[src/rtl/max_pool_layer.sv]
`default_nettype none
// ============================================================================
// Module   : max_pool_layer
// Purpose  : Streaming 2x2 / stride-2 signed max-pool with valid/ready flow.
// Revision : 1.0
// ============================================================================
module max_pool_layer #(
    parameter int DATA_WIDTH = 45,
    parameter int IN_X       = 24,
    parameter int IN_Y       = 24
) (
    input  logic                  clk,
    input  logic                  rst,
    input  logic                  pool_enable,
    input  logic                  in_valid,
    output logic                  in_ready,
    input  logic [DATA_WIDTH-1:0] in_data,
    output logic                  out_valid,
    input  logic                  out_ready,
    output logic [DATA_WIDTH-1:0] out_data,
    output logic                  out_last,
    output logic                  pool_done
);

    localparam int c_COL_W  = (IN_X > 2) ? $clog2(IN_X) : 1;
    localparam int c_ROW_W  = (IN_Y > 2) ? $clog2(IN_Y) : 1;
    localparam int c_HALF_X = IN_X / 2;
    localparam int c_IDX_W  = (c_HALF_X > 1) ? $clog2(c_HALF_X) : 1;

    typedef enum logic [1:0] {
        S_IDLE  = 2'd0,
        S_RUN   = 2'd1,
        S_DRAIN = 2'd2,
        S_DONE  = 2'd3
    } state_t;

    state_t                r_state;
    logic [c_COL_W-1:0]    r_col;
    logic [c_ROW_W-1:0]    r_row;
    logic [DATA_WIDTH-1:0] r_h;
    logic [DATA_WIDTH-1:0] r_out_data;
    logic                  r_out_valid;
    logic                  r_out_last;
    logic                  r_pool_done;
    logic [DATA_WIDTH-1:0] r_line_buf [c_HALF_X];

    logic                  w_accept;
    logic                  w_emit;
    logic                  w_col_last;
    logic                  w_row_last;
    logic                  w_load;
    logic [c_IDX_W-1:0]    w_idx;
    logic [DATA_WIDTH-1:0] w_hmax;
    logic [DATA_WIDTH-1:0] w_lb;
    logic [DATA_WIDTH-1:0] w_vmax;

    assign in_ready   = (r_state == S_RUN) && (!r_out_valid || out_ready);
    assign w_accept   = in_valid && in_ready;
    assign w_emit     = r_out_valid && out_ready;
    assign w_col_last = (r_col == c_COL_W'(IN_X - 1));
    assign w_row_last = (r_row == c_ROW_W'(IN_Y - 1));
    assign w_load     = w_accept && r_col[0] && r_row[0];
    assign w_idx      = c_IDX_W'(r_col >> 1);

    assign w_hmax = ($signed(r_h) > $signed(in_data)) ? r_h : in_data;
    assign w_lb   = r_line_buf[w_idx];
    assign w_vmax = ($signed(w_lb) > $signed(w_hmax)) ? w_lb : w_hmax;

    assign out_valid = r_out_valid;
    assign out_data  = r_out_data;
    assign out_last  = r_out_last;
    assign pool_done = r_pool_done;

    // Top-row horizontal maxima wait here for their bottom-row partners.
    always_ff @(posedge clk) begin
        if (w_accept && r_col[0] && !r_row[0]) begin
            r_line_buf[w_idx] <= w_hmax;
        end
    end

    always_ff @(posedge clk or negedge rst) begin
        if (!rst) begin
            r_state     <= S_IDLE;
            r_col       <= '0;
            r_row       <= '0;
            r_h         <= '0;
            r_out_data  <= '0;
            r_out_valid <= 1'b0;
            r_out_last  <= 1'b0;
            r_pool_done <= 1'b0;
        end else begin
            r_pool_done <= 1'b0;
            case (r_state)
                S_IDLE: begin
                    r_col <= '0;
                    r_row <= '0;
                    if (pool_enable) begin
                        r_state <= S_RUN;
                    end
                end
                S_RUN, S_DRAIN: begin
                    if (!pool_enable) begin
                        r_state     <= S_IDLE;
                        r_col       <= '0;
                        r_row       <= '0;
                        r_h         <= '0;
                        r_out_valid <= 1'b0;
                        r_out_last  <= 1'b0;
                    end else begin
                        if (w_accept) begin
                            if (w_col_last) begin
                                r_col <= '0;
                                r_row <= w_row_last ? '0 : r_row + c_ROW_W'(1);
                            end else begin
                                r_col <= r_col + c_COL_W'(1);
                            end
                            if (!r_col[0]) begin
                                r_h <= in_data;
                            end
                        end
                        // A fresh load wins over an emit in the same cycle.
                        if (w_load) begin
                            r_out_data  <= w_vmax;
                            r_out_valid <= 1'b1;
                            r_out_last  <= w_col_last && w_row_last;
                        end else if (w_emit) begin
                            r_out_valid <= 1'b0;
                            r_out_last  <= 1'b0;
                        end
                        if (r_state == S_RUN && w_accept && w_col_last && w_row_last) begin
                            r_state <= S_DRAIN;
                        end
                        if (r_state == S_DRAIN && w_emit && r_out_last) begin
                            r_state     <= S_DONE;
                            r_pool_done <= 1'b1;
                        end
                    end
                end
                S_DONE: begin
                    r_state <= S_IDLE;
                end
                default: begin
                    r_state <= S_IDLE;
                end
            endcase
        end
    end

endmodule
`default_nettype wire

[config.mk]
export PLATFORM = sky130hd
export DESIGN_NAME = max_pool_layer
export DESIGN_NICKNAME = d
export VERILOG_FILES = /design/src/rtl/max_pool_layer.sv
export SDC_FILE = /design/constraint.sdc
export NUM_CORES = 1
export LEC_CHECK = 0
export ABC_AREA = 1
export BUFFER_PORTS_ARGS = -buffer_cell sky130_fd_sc_hd__buf_2
export CORE_UTILIZATION = 30
export CTS_CLUSTER_DIAMETER = 150
export CTS_CLUSTER_SIZE = 25
export DETAILED_ROUTE_END_ITERATION = 6
export PLACE_DENSITY = 0.45
export SLEW_MARGIN = 20
export SYNTH_ARGS = -nofsm -noshare
export SYNTH_HDL_FRONTEND = slang
export SYNTH_SLANG_ARGS = --single-unit
export TNS_END_PERCENT = 10
[constraint.sdc]
create_clock -name clk -period 9.5 [get_ports clk]
set_clock_uncertainty 0.2 [all_clocks]
set_input_delay 0.475 -clock clk [delete_from_list [all_inputs] [get_ports clk]]
set_output_delay 0.475 -clock clk [all_outputs]
set_load 0.02 [all_outputs]
# Yosys cells after proc, flatten, opt, wreduce, memory -nomap -nowiden

Memory sizes are Yosys's and may differ from the RTL's.
Index checks and enable logic that the tools add are counted.

Bits in registers: 105
RAM bits: 540
Bits of input ports: 50
Output and inout port bits: 49
Logic and storage cells: 78
Memories: 1

Memories:

| name       | depth | width | rd ports | clocked after memory_dff | wr ports | line | source |
|---|---|---|---|---|---|---|---|
| r_line_buf | 12    | 45    | 1        | 0                        | 1        | 45   | `logic [DATA_WIDTH-1:0] r_line_buf [c_HALF_X];` |

Add/sub/neg operators: 2
Magnitude comparators: 2
Equal/unequal tests: 12
Multiplexer cells: 29
Reduce and logical (&&, ||, !) cells: 24

Operators by type and width:

| kind                                                | number |
|---|---|
| two-way mux 45 bit                                  | 5 |
| > comparator 45 bit                                 | 2 |
| two-way mux 5 bit                                   | 7 |
| one-hot mux 5 bit (2 select lines)                  | 2 |
| logical AND 1 bit                                   | 12 |
| adder 5 x 1 -> 5 bit, second input constant         | 2 |
| equality test 5 bit, second input constant          | 2 |
| two-way mux 1 bit                                   | 10 |
| AND reduction 3 bit                                 | 3 |
| two-way mux 2 bit                                   | 4 |
| != test 3 bit, second input constant                | 2 |
| one-hot mux 2 bit (3 select lines)                  | 1 |
| AND reduction 2 bit                                 | 3 |
| equality test 2 bit, second input constant          | 2 |
| != test 2 bit, second input constant                | 2 |
| != test 4 bit, second input constant                | 1 |
| != test 3 x 1 -> 1 bit, second input constant       | 1 |
| equality test 2 x 1 -> 1 bit, second input constant | 1 |
| zero test 1 bit                                     | 2 |
| zero test 2 bit                                     | 1 |
| != test 2 x 1 -> 1 bit, second input constant       | 1 |
| nonzero test 2 bit                                  | 1 |
| OR reduction 2 bit                                  | 1 |
| logical OR 1 bit                                    | 1 |

# Logic depth before layout (Yosys ltp)

Gate-level depths: netlist of the first run.

Word-level depth: 11
Depth in mapped cells: 35

# Worst setup path before layout of the first run

Ideal clock, no wire load.

Path type: input-to-reg
Start point: input port in_data[44]
End point: register r_out_data[10], in the netlist out_data[10]
Library setup time: 116 ps
Arrival: 3760 ps
Path slack: 5423 ps
Stages on the path: 29
Path buffers: 2
Cells stage by stage: inv_1 ha_1 a21o_1 nor2_1 nand2_1 a21oi_1 nand4_1 nand2_4 buf_12 nand3_2 nand2_1 inv_1 ha_1 nand2_1 nor2_1 nand2_1 nor2_1 nand2_1 nor2_1 nor2_1 nand3_1 nand2_1 nand2_4 buf_6 nand3_1 nand2_1 inv_2 nand2_1 nand2_1

Cells in the longest elaborated chain, start to end: 4

Ends and longest elaborated chain:

| element                | line | source |
|---|---|---|
| start: declaration     | 17   | `input logic [DATA_WIDTH-1:0] in_data,` |
| > comparator 45 bit    | 65   | `assign w_hmax = ($signed(r_h) > $signed(in_data)) ? r_h : in_data;` |
| two-way mux 45 bit     | 65   |  |
| named net w_hmax[40]   | 53   | `logic [DATA_WIDTH-1:0] w_hmax;` |
| > comparator 45 bit    | 67   | `assign w_vmax = ($signed(w_lb) > $signed(w_hmax)) ? w_lb : w_hmax;` |
| two-way mux 45 bit     | 67   |  |
| end signal: assignment | 123  | `r_out_data <= w_vmax;` |
| end: declaration       | 41   | `logic [DATA_WIDTH-1:0] r_out_data;` |

The timed path passes the listed nets, and every way through them passes these cells.
A chain may end at the register's enable or synchronous reset.

# Worst setup path in the final report of the first run

Start point: input port in_data[44]
End point: register r_out_data[44], in the netlist out_data[44]

Cells in the longest elaborated chain, start to end: 4

Ends and longest elaborated chain:

| element                | line |
|---|---|
| > comparator 45 bit    | 65 |
| two-way mux 45 bit (*) | 65 |
| named net w_hmax[44]   | 53 |
| > comparator 45 bit    | 67 |
| two-way mux 45 bit (*) | 67 |

The timed path passes the listed nets; every way through them passes the cells marked *.

==> results.txt, run 1 <==
The number of synthesized flops with an enable pin is 540. The number of routed nets with antenna violations came out at 0. The final standard cell count with taps included and fillers excluded came out at 3910. The timing-limited maximum frequency is 148 MHz. The number of library cell types mapped by synthesis is 39. For this design the top-level I/O count stands at 99. The post-synthesis instance area came out at 0.0290 mm^2. The pin count of the biggest net entering global routing came out at 137. The sequential share of the synthesized area is 0.651. The total of fill cells in the finished design is 9684. The synthesized design spends more area on one cell type than any other, namely sky130_fd_sc_hd__edfxtp_1. The starting utilization of the core area is 0.304.

The number of remaining DRC errors is 0. The global router's overall resource usage is 0.179. The die height came out at 313 um. The normalized max-slew margin came out at 0.329. The clock-pin slew on the worst setup and hold paths is 0.11 ns. The worst-case IR drop observed on VDD is 356 uV. The region available for standard cell placement spans 0.0953 mm^2. The post-layout utilization of the core is 0.337. The tool flagged a number of max-cap violations equal to 0.

The critical-path maximum fanout came out at 46. The number of global-route vias before repair is 19200. The static power due to leakage is 12.4 nW.

The tree is rooted in a sky130_fd_sc_hd__clkbuf_16. In this run, placement finished with an instance count of 3810. The mean cell area of the mapped netlist came out at 11.4 um^2.

The worst setup path is of the in2reg kind. By count the netlist is led by sky130_fd_sc_hd__edfxtp_1 (540), sky130_fd_sc_hd__nand2_1 (540), sky130_fd_sc_hd__inv_1 (256). The most used flip-flop cell after synthesis is sky130_fd_sc_hd__edfxtp_1.

The total negative setup slack is 0 ns. The run finished with clean final reports. The count of nets after finishing is 2769. The yosys synthesis warning count is 0.

The first detailed-routing pass ran for 7 iterations. TritonCTS built the clock tree. The total power divided by cell area is 310 mW/mm^2. The standard-cell row count is 113. The deepest clock path buffer count came out at 3.

Summing all multi-input logic gate instances after layout gives 0.00852 mm^2. Routability-driven placement finished with a final weighted congestion of 0.831. The post-CTS setup repair buffer count is 0. The number of buffers inserted during clock tree synthesis came out at 29. The final global-route overflow total is 0. Input and output buffers added on the ports amount to 98.

The x dimension of the die is 313 um. In this run the number of H-tree levels came out at 1. The area share of the largest cell type after synthesis is 0.560.

The via density per instance is 5.01. The first global-routing pass estimated 131000 um of wire. The number of antenna violations at the first check in global routing came out at 7. STA puts the critical path data arrival time at 7.11 ns.

The number of synthesized register bits is 645. The hold slack came out at 0.265 ns. Setup repair after global routing left no endpoint under its margin. The die area came out at 0.0978 mm^2. The total wirelength of the detailed-routed design is 89400 um. The hold violation total from the final report came to 0. The max-slew violation count is 0.

Of the cells placed in the final design, the portion with a size suffix greater than 1 is 0.119. The total design power is 0.00996 W. The count of endpoints failing setup in the final report came out at 0. The critical path startpoint category is an input port. The number of nets handed over by synthesis was 2681. In the synthesized netlist the async set-or-reset flop fraction comes to 0.163. The kind of capture point of the worst setup path is a flip-flop. The data required time of the worst path is 9.86 ns.

By area the synthesized netlist is led by sky130_fd_sc_hd__edfxtp_1 (56%), sky130_fd_sc_hd__dfrtp_1 (9.1%), sky130_fd_sc_hd__nand2_1 (7.0%). The clock sink total came out at 645. The later pin in the worst-skew pair is clocked with a latency of 0.62 ns. The layout overhead on the synthesized area is 10.8%. The clock period could shrink to 6.75 ns.

The via count is 19600. The share of the clock period used by the worst path came out at 0.710. For the pin with the worst max-slew slack, the measured transition is 1.01 ns. The min-delay analysis places its worst path in the category in2async. The sequential cell area in the final layout is 0.0188 mm^2. Synthesis handed over a netlist of 2535 instances.

The violation count after the first detailed-route iteration came out at 1516. The detailed placement HPWL came out at 51400 um. The total inserted antenna cells is 0. The routed wire length per instance is 22.9 um.
final timing paths:
| path | start | end | slack (ns) | cells past startpoint |
|---|---|---|---|---|
| min | rst | r_state[1] | 0.27 | 2 |
| max in group asynchronous | rst | r_row[0] | 7.44 | 3 |
| max | in_data[44] | out_data[44] | 2.75 | 25 |
| min reg2reg | out_data[6] | out_data[6] | 0.29 | 2 |
| min in group clk | in_valid | r_col[2] | 0.29 | 6 |
| max reg2reg | r_h[44] | out_data[44] | 2.94 | 22 |
critical path, stage by stage:
cell	delay (ns)
sky130_fd_sc_hd__dlygate4sd3_1	0.51
sky130_fd_sc_hd__buf_2	0.19
sky130_fd_sc_hd__inv_1	0.06
sky130_fd_sc_hd__ha_1	0.38
sky130_fd_sc_hd__inv_1	0.14
sky130_fd_sc_hd__nor4_2	0.75
sky130_fd_sc_hd__nand3_4	0.87
sky130_fd_sc_hd__nand3_1	0.39
sky130_fd_sc_hd__nand2_1	0.32
sky130_fd_sc_hd__inv_1	0.14
sky130_fd_sc_hd__ha_1	0.26
sky130_fd_sc_hd__nand2_1	0.12
sky130_fd_sc_hd__nor2_2	0.26
sky130_fd_sc_hd__nand2_1	0.08
sky130_fd_sc_hd__nor2_1	0.17
sky130_fd_sc_hd__nand2_1	0.07
sky130_fd_sc_hd__nor2_1	0.11
sky130_fd_sc_hd__nor2_1	0.06
sky130_fd_sc_hd__nand3_1	0.07
sky130_fd_sc_hd__nand2_1	0.08
sky130_fd_sc_hd__nand2_4	0.50
sky130_fd_sc_hd__nand2_4	0.57
sky130_fd_sc_hd__nand3_1	0.25
sky130_fd_sc_hd__nand2_1	0.10
sky130_fd_sc_hd__nand2_1	0.06
layout by cell type (no fill, tap or decap), types with 42 or more instances in the layout:
cell type,instances
sky130_fd_sc_hd__a22oi_1,225
sky130_fd_sc_hd__dlygate4sd3_1,47
sky130_fd_sc_hd__inv_1,253
sky130_fd_sc_hd__nand3_1,164
sky130_fd_sc_hd__a21oi_1,111
sky130_fd_sc_hd__nand3_2,42
sky130_fd_sc_hd__edfxtp_1,540
sky130_fd_sc_hd__dfrtp_1,105
sky130_fd_sc_hd__o21ai_0,59
sky130_fd_sc_hd__ha_1,96
sky130_fd_sc_hd__nor2_1,74
sky130_fd_sc_hd__nand2_1,540
sky130_fd_sc_hd__buf_2,97
metrics by stage:
stage                     area, um^2  worst slack, ns
final                          32100             2.75
after global routing           32100             2.36
after CTS                      32100             2.85
after detailed placement       30800             2.70
after global placement         30800             2.20
after floorplan                29000             5.42
state kept, by name, summed over array words and instances, names as in the netlist:
signal	flops
r_line_buf	540
out_data	45
r_h	45
r_col	5
r_row	5
r_state	2
out_last	1
out_valid	1
pool_done	1
cell families (layout without fill, tap and decap cells):
group	after synthesis	in the layout	share of synthesized area
AO/OA/AOI/OAI	453	453	0.101
flip-flops	645	645	0.651
XOR/XNOR	1	1	0.000302
AND/OR/NAND/NOR	931	931	0.146
buffers and inverters	409	519	0.0603
adder cells (fa/ha/maj)	96	96	0.0415
where the power goes:
| group | internal, W | total (W) | switching, W |
|---|---|---|---|
| clock | 0.000585 | 0.00147 | 0.000883 |
| sequential | 0.00382 | 0.00402 | 0.000197 |
| combinational | 0.00127 | 0.00447 | 0.00320 |
layout make-up:
type	instances	share of cell area
sequential	645	0.587
timing repair buffer	174	0.0380
tap	1265	0.0493
clock buffer	52	0.0253
inverter	292	0.0344
multi-input combinational	1481	0.266
clock inverter	1	0.000195
metal layers:
layer / track usage / part of all wire
met5: 0 / 0.00046
met3: 0.0207 / 0.047
met2: 0.282 / 0.45
met1: 0.263 / 0.48
met4: 0.0371 / 0.021
timing repair:
item,in CTS,in global routing
resized for setup,0,0
endpoints found under the hold margin,109,0
hold buffers,47,0
Power figures use the tool's default switching activity.
==> run 2, diff against run 1 <==
ABC_AREA = 0   (was 1)
PLACE_DENSITY = 0.47   (was 0.45)
clock period = 5.53 ns   (was 9.5 ns; I/O delays follow)
==> run 2 against run 1 <==
Effect of this change:
- sequential share of layout area shrank 0.78 points
- final cell count is 16% lower
- highest routed layer unchanged
- global-route usage down 1.9 points
- critical path type unchanged
==> results.txt, run 2 <==
The run finished with clean final reports. The share of total power dissipated in sequential elements is 0.499. The count of nets after finishing came out at 2158. The total wirelength of the detailed-routed design came out at 76800 um. The via density per instance came out at 5.08.

The share of total power consumed by net switching is 0.330. The clock sink total came out at 645. The post-synthesis instance area is 0.0285 mm^2. Entering global routing, the biggest net connects 93 pins.

The number of flip-flops in the largest register came out at 540. The critical-path maximum fanout is 26. The count of endpoints failing setup in the final report came out at 0. Of the total power, combinational logic draws 0.303. The number of H-tree branching levels is 1. The number of antenna violations at the first check in global routing is 3.

The area share of the largest cell type after synthesis came out at 0.568. Relative to the synthesized area, the layout overhead comes to 14.1%. The category of the most critical setup path is in2reg. The number of global-route vias before repair is 16900. The sequential share of the synthesized area is 0.661.

The worst path needs 5.33 ns of the cycle, external delays included. The x dimension of the die is 310 um. The mean cell area of the mapped netlist is 15.3 um^2. Sorting the synthesized cells by how often they occur yields sky130_fd_sc_hd__edfxtp_1 (540), sky130_fd_sc_hd__o21ai_0 (143), sky130_fd_sc_hd__mux4_2 (135). Leaving out fill and tap cells, the most frequent cell in the layout is sky130_fd_sc_hd__edfxtp_1. In the routed design, unresolved DRC markers number 0. For the worst flop-to-flop path, the logic depth is 23. The via count came out at 16700. For the pin with the worst max-slew slack, the measured transition is 1.10 ns. After synthesis the netlist holds a flip-flop and latch count of 645. Sorting the synthesized cells by area gives the leading types as sky130_fd_sc_hd__edfxtp_1 (57%), sky130_fd_sc_hd__mux4_2 (11%), sky130_fd_sc_hd__dfrtp_1 (9.2%). TritonCTS built the clock tree.

Of the cells placed in the final design, the portion with a size suffix greater than 1 is 0.193. The normalized max-slew margin is 0.263. Dividing total power by cell area gives a power density of 388 mW/mm^2. The max-slew violation count came to 0. The floorplan core area is 0.0937 mm^2. Timing would allow up to 187 MHz. The root buffer cell chosen for the clock tree is sky130_fd_sc_hd__clkbuf_16. The final estimated routing congestion in global placement came out at 0.799. The worst voltage drop across the vdd grid is 257 uV. The clock network power share came out at 0.198.

The static power due to leakage came out at 11.2 nW. The total net switching power is 0.00416 W. The total of max-cap violations came out at 0. Synthesis instantiated 61 different standard cells from the library. The routed wire length per instance came out at 23.4 um. The global router's overall resource usage came out at 0.159.

The post-synthesis net count is 2005. Once layout is complete, the utilization of the core stands at 0.347. The synthesized design contains 540 enable-type register cells.

The final global-route overflow total came out at 0. The standard-cell row count is 112. The die area came out at 0.0963 mm^2.

The longest clock path from root to sink contains 3 buffers. The first global-routing pass estimated 114000 um of wire. Counting flops per register, the top entry is r_line_buf. The data required time of the worst path came out at 5.87 ns. The clock insertion delay at the later pin of the skew report is 0.62 ns. The clock-pin slew on the worst setup and hold paths is 0.11 ns. The number of iterations in the first detailed-routing pass came out at 6. During synthesis, Yosys emitted a total of 0 warnings. The number of routed nets with antenna violations came out at 0.

The floorplan step set the die height to 310 um. The top-level port count came out at 99. Counting flops with an async set or reset pin after synthesis yields a share of 0.163. The worst hold path depth came out at 4.

The synthesized instance count is 1859. The hold slack is 0.291 ns. The flip-flop cell with the highest count after synthesis is sky130_fd_sc_hd__edfxtp_1. The worst setup path is launched from an input port. The tightest min-delay check is of the in2reg type. STA classifies the critical path endpoint as a flip-flop. The detailed router finished its first iteration with 1145 violations. The starting utilization of the core area is 0.304.

The internal power consumption came out at 0.00846 W. The most frequent cell after synthesis is sky130_fd_sc_hd__edfxtp_1. The library cells used most frequently in the layout, excluding fill and tap cells, are sky130_fd_sc_hd__edfxtp_1 (540), sky130_fd_sc_hd__mux4_2 (135), sky130_fd_sc_hd__o21ai_0 (134).

The count of buffers from port buffering came out at 98. The number of clock buffers added by TritonCTS is 29. The total of fill cells in the finished design came out at 9049. At the worst endpoint, the arrival time is 5.67 ns. The share of the clock period used by the worst path is 0.965. The detailed placement HPWL is 48300 um.

The hold violation total from the final report was 0. The post-place setup slack came out at -0.105 ns. The largest area contributor in the netlist is sky130_fd_sc_hd__edfxtp_1. The setup slack after layout is 0.196 ns.
==> run 2: final cells by class <==
class | instances | area [um^2] | share of cell area
clock buffers | 52 | 812 | 0.0250
flip-flops and latches | 645 | 18900 | 0.579
multi-input cells | 1005 | 9010 | 0.277
repair buffers | 233 | 1920 | 0.0590
clock inverters | 1 | 6.26 | 0.000192
well taps | 1254 | 1570 | 0.0482
diodes | 1 | 2.50 | 0.0000769
inverters | 98 | 368 | 0.0113
==> run 2: final timing paths <==
check	start	to	slack (ns)
hold / removal	in_data[32]	r_h[32]	0.29
setup / recovery	in_data[22]	out_data[2]	0.20
max in group asynchronous	rst	out_data[18]	3.42
hold reg to reg	r_row[4]	r_row[4]	0.30
setup reg to reg	r_h[22]	out_data[2]	0.20
min in group asynchronous	rst	r_h[11]	0.47
==> run 2: metrics by stage <==
step	area [um^2]	total power (W)	instances	setup TNS, ns
after floorplan	28500	0.00873	1859	-29.52
after global placement	31000	0.00991	3173	-4.75
after detailed placement	31000	0.0100	3173	-2.58
after CTS	32400	0.0126	3281	0
after global routing	32500	0.0133	3288	-0.356
final	32500	0.0126	3289	0
==> run 2: timing repair <==
| item | 4_1_cts | 5_1_grt |
|---|---|---|
| pin swaps | 2 | 8 |
| cloned | 0 | 2 |
| hold buffers | 52 | 0 |
| setup buffers | 3 | 5 |
| endpoints found under the setup margin | 44 | 45 |
| gates resized for setup | 5 | 29 |
| hold endpoints to repair | 145 | 0 |
==> run 2: critical path, stage by stage <==
cell,delay (ns)
sky130_fd_sc_hd__dlygate4sd3_1,0.57
sky130_fd_sc_hd__buf_2,0.13
sky130_fd_sc_hd__inv_1,0.06
sky130_fd_sc_hd__ha_1,0.31
sky130_fd_sc_hd__a21o_1,0.19
sky130_fd_sc_hd__a221o_1,0.37
sky130_fd_sc_hd__a221oi_4,0.34
sky130_fd_sc_hd__o211a_1,0.27
sky130_fd_sc_hd__o22a_4,0.22
sky130_fd_sc_hd__buf_6,0.17
sky130_fd_sc_hd__o21ai_0,0.11
sky130_fd_sc_hd__and2_1,0.20
sky130_fd_sc_hd__ha_1,0.20
sky130_fd_sc_hd__a21oi_1,0.20
sky130_fd_sc_hd__nor2_1,0.09
sky130_fd_sc_hd__a2111oi_2,0.26
sky130_fd_sc_hd__buf_4,0.17
sky130_fd_sc_hd__o31ai_1,0.06
sky130_fd_sc_hd__buf_4,0.16
sky130_fd_sc_hd__a2111oi_4,0.30
sky130_fd_sc_hd__buf_4,0.19
sky130_fd_sc_hd__a21oi_4,0.06
sky130_fd_sc_hd__buf_4,0.17
sky130_fd_sc_hd__buf_12,0.15
sky130_fd_sc_hd__a211o_1,0.24
sky130_fd_sc_hd__a31oi_1,0.18
==> run 2: cell families (layout without fill, tap and decap cells) <==
logic type,after synthesis,in the layout,synth area share
other,0,1,0
AND/OR/NAND/NOR,357,357,0.0601
flip-flops,645,645,0.661
multiplexers,180,180,0.122
buffers and inverters,209,384,0.0306
adder cells (fa/ha/maj),96,96,0.0421
AO/OA/AOI/OAI,372,372,0.0843
==> run 2: routing by layer <==
| layer | vias up | routed length (um) | track usage |
|---|---|---|---|
| met5 | - | 26 | 0 |
| met4 | 4 | 1450 | 0.0338 |
| met3 | 70 | 3030 | 0.0176 |
| met2 | 368 | 36400 | 0.257 |
| met1 | 8736 | 35900 | 0.231 |
| li1 | 7521 | - | - |
==> run 2: power by group through the flow <==
stage | Sequential [W] | Clock, W | Combinational (W)
finish | 0.00630 | 0.00250 | 0.00382
CTS | 0.00630 | 0.00259 | 0.00369
global placement | 0.00640 | 0 | 0.00350
floorplan | 0.00639 | 0 | 0.00234
global route | 0.00633 | 0.00273 | 0.00425
detailed placement | 0.00641 | 0 | 0.00362
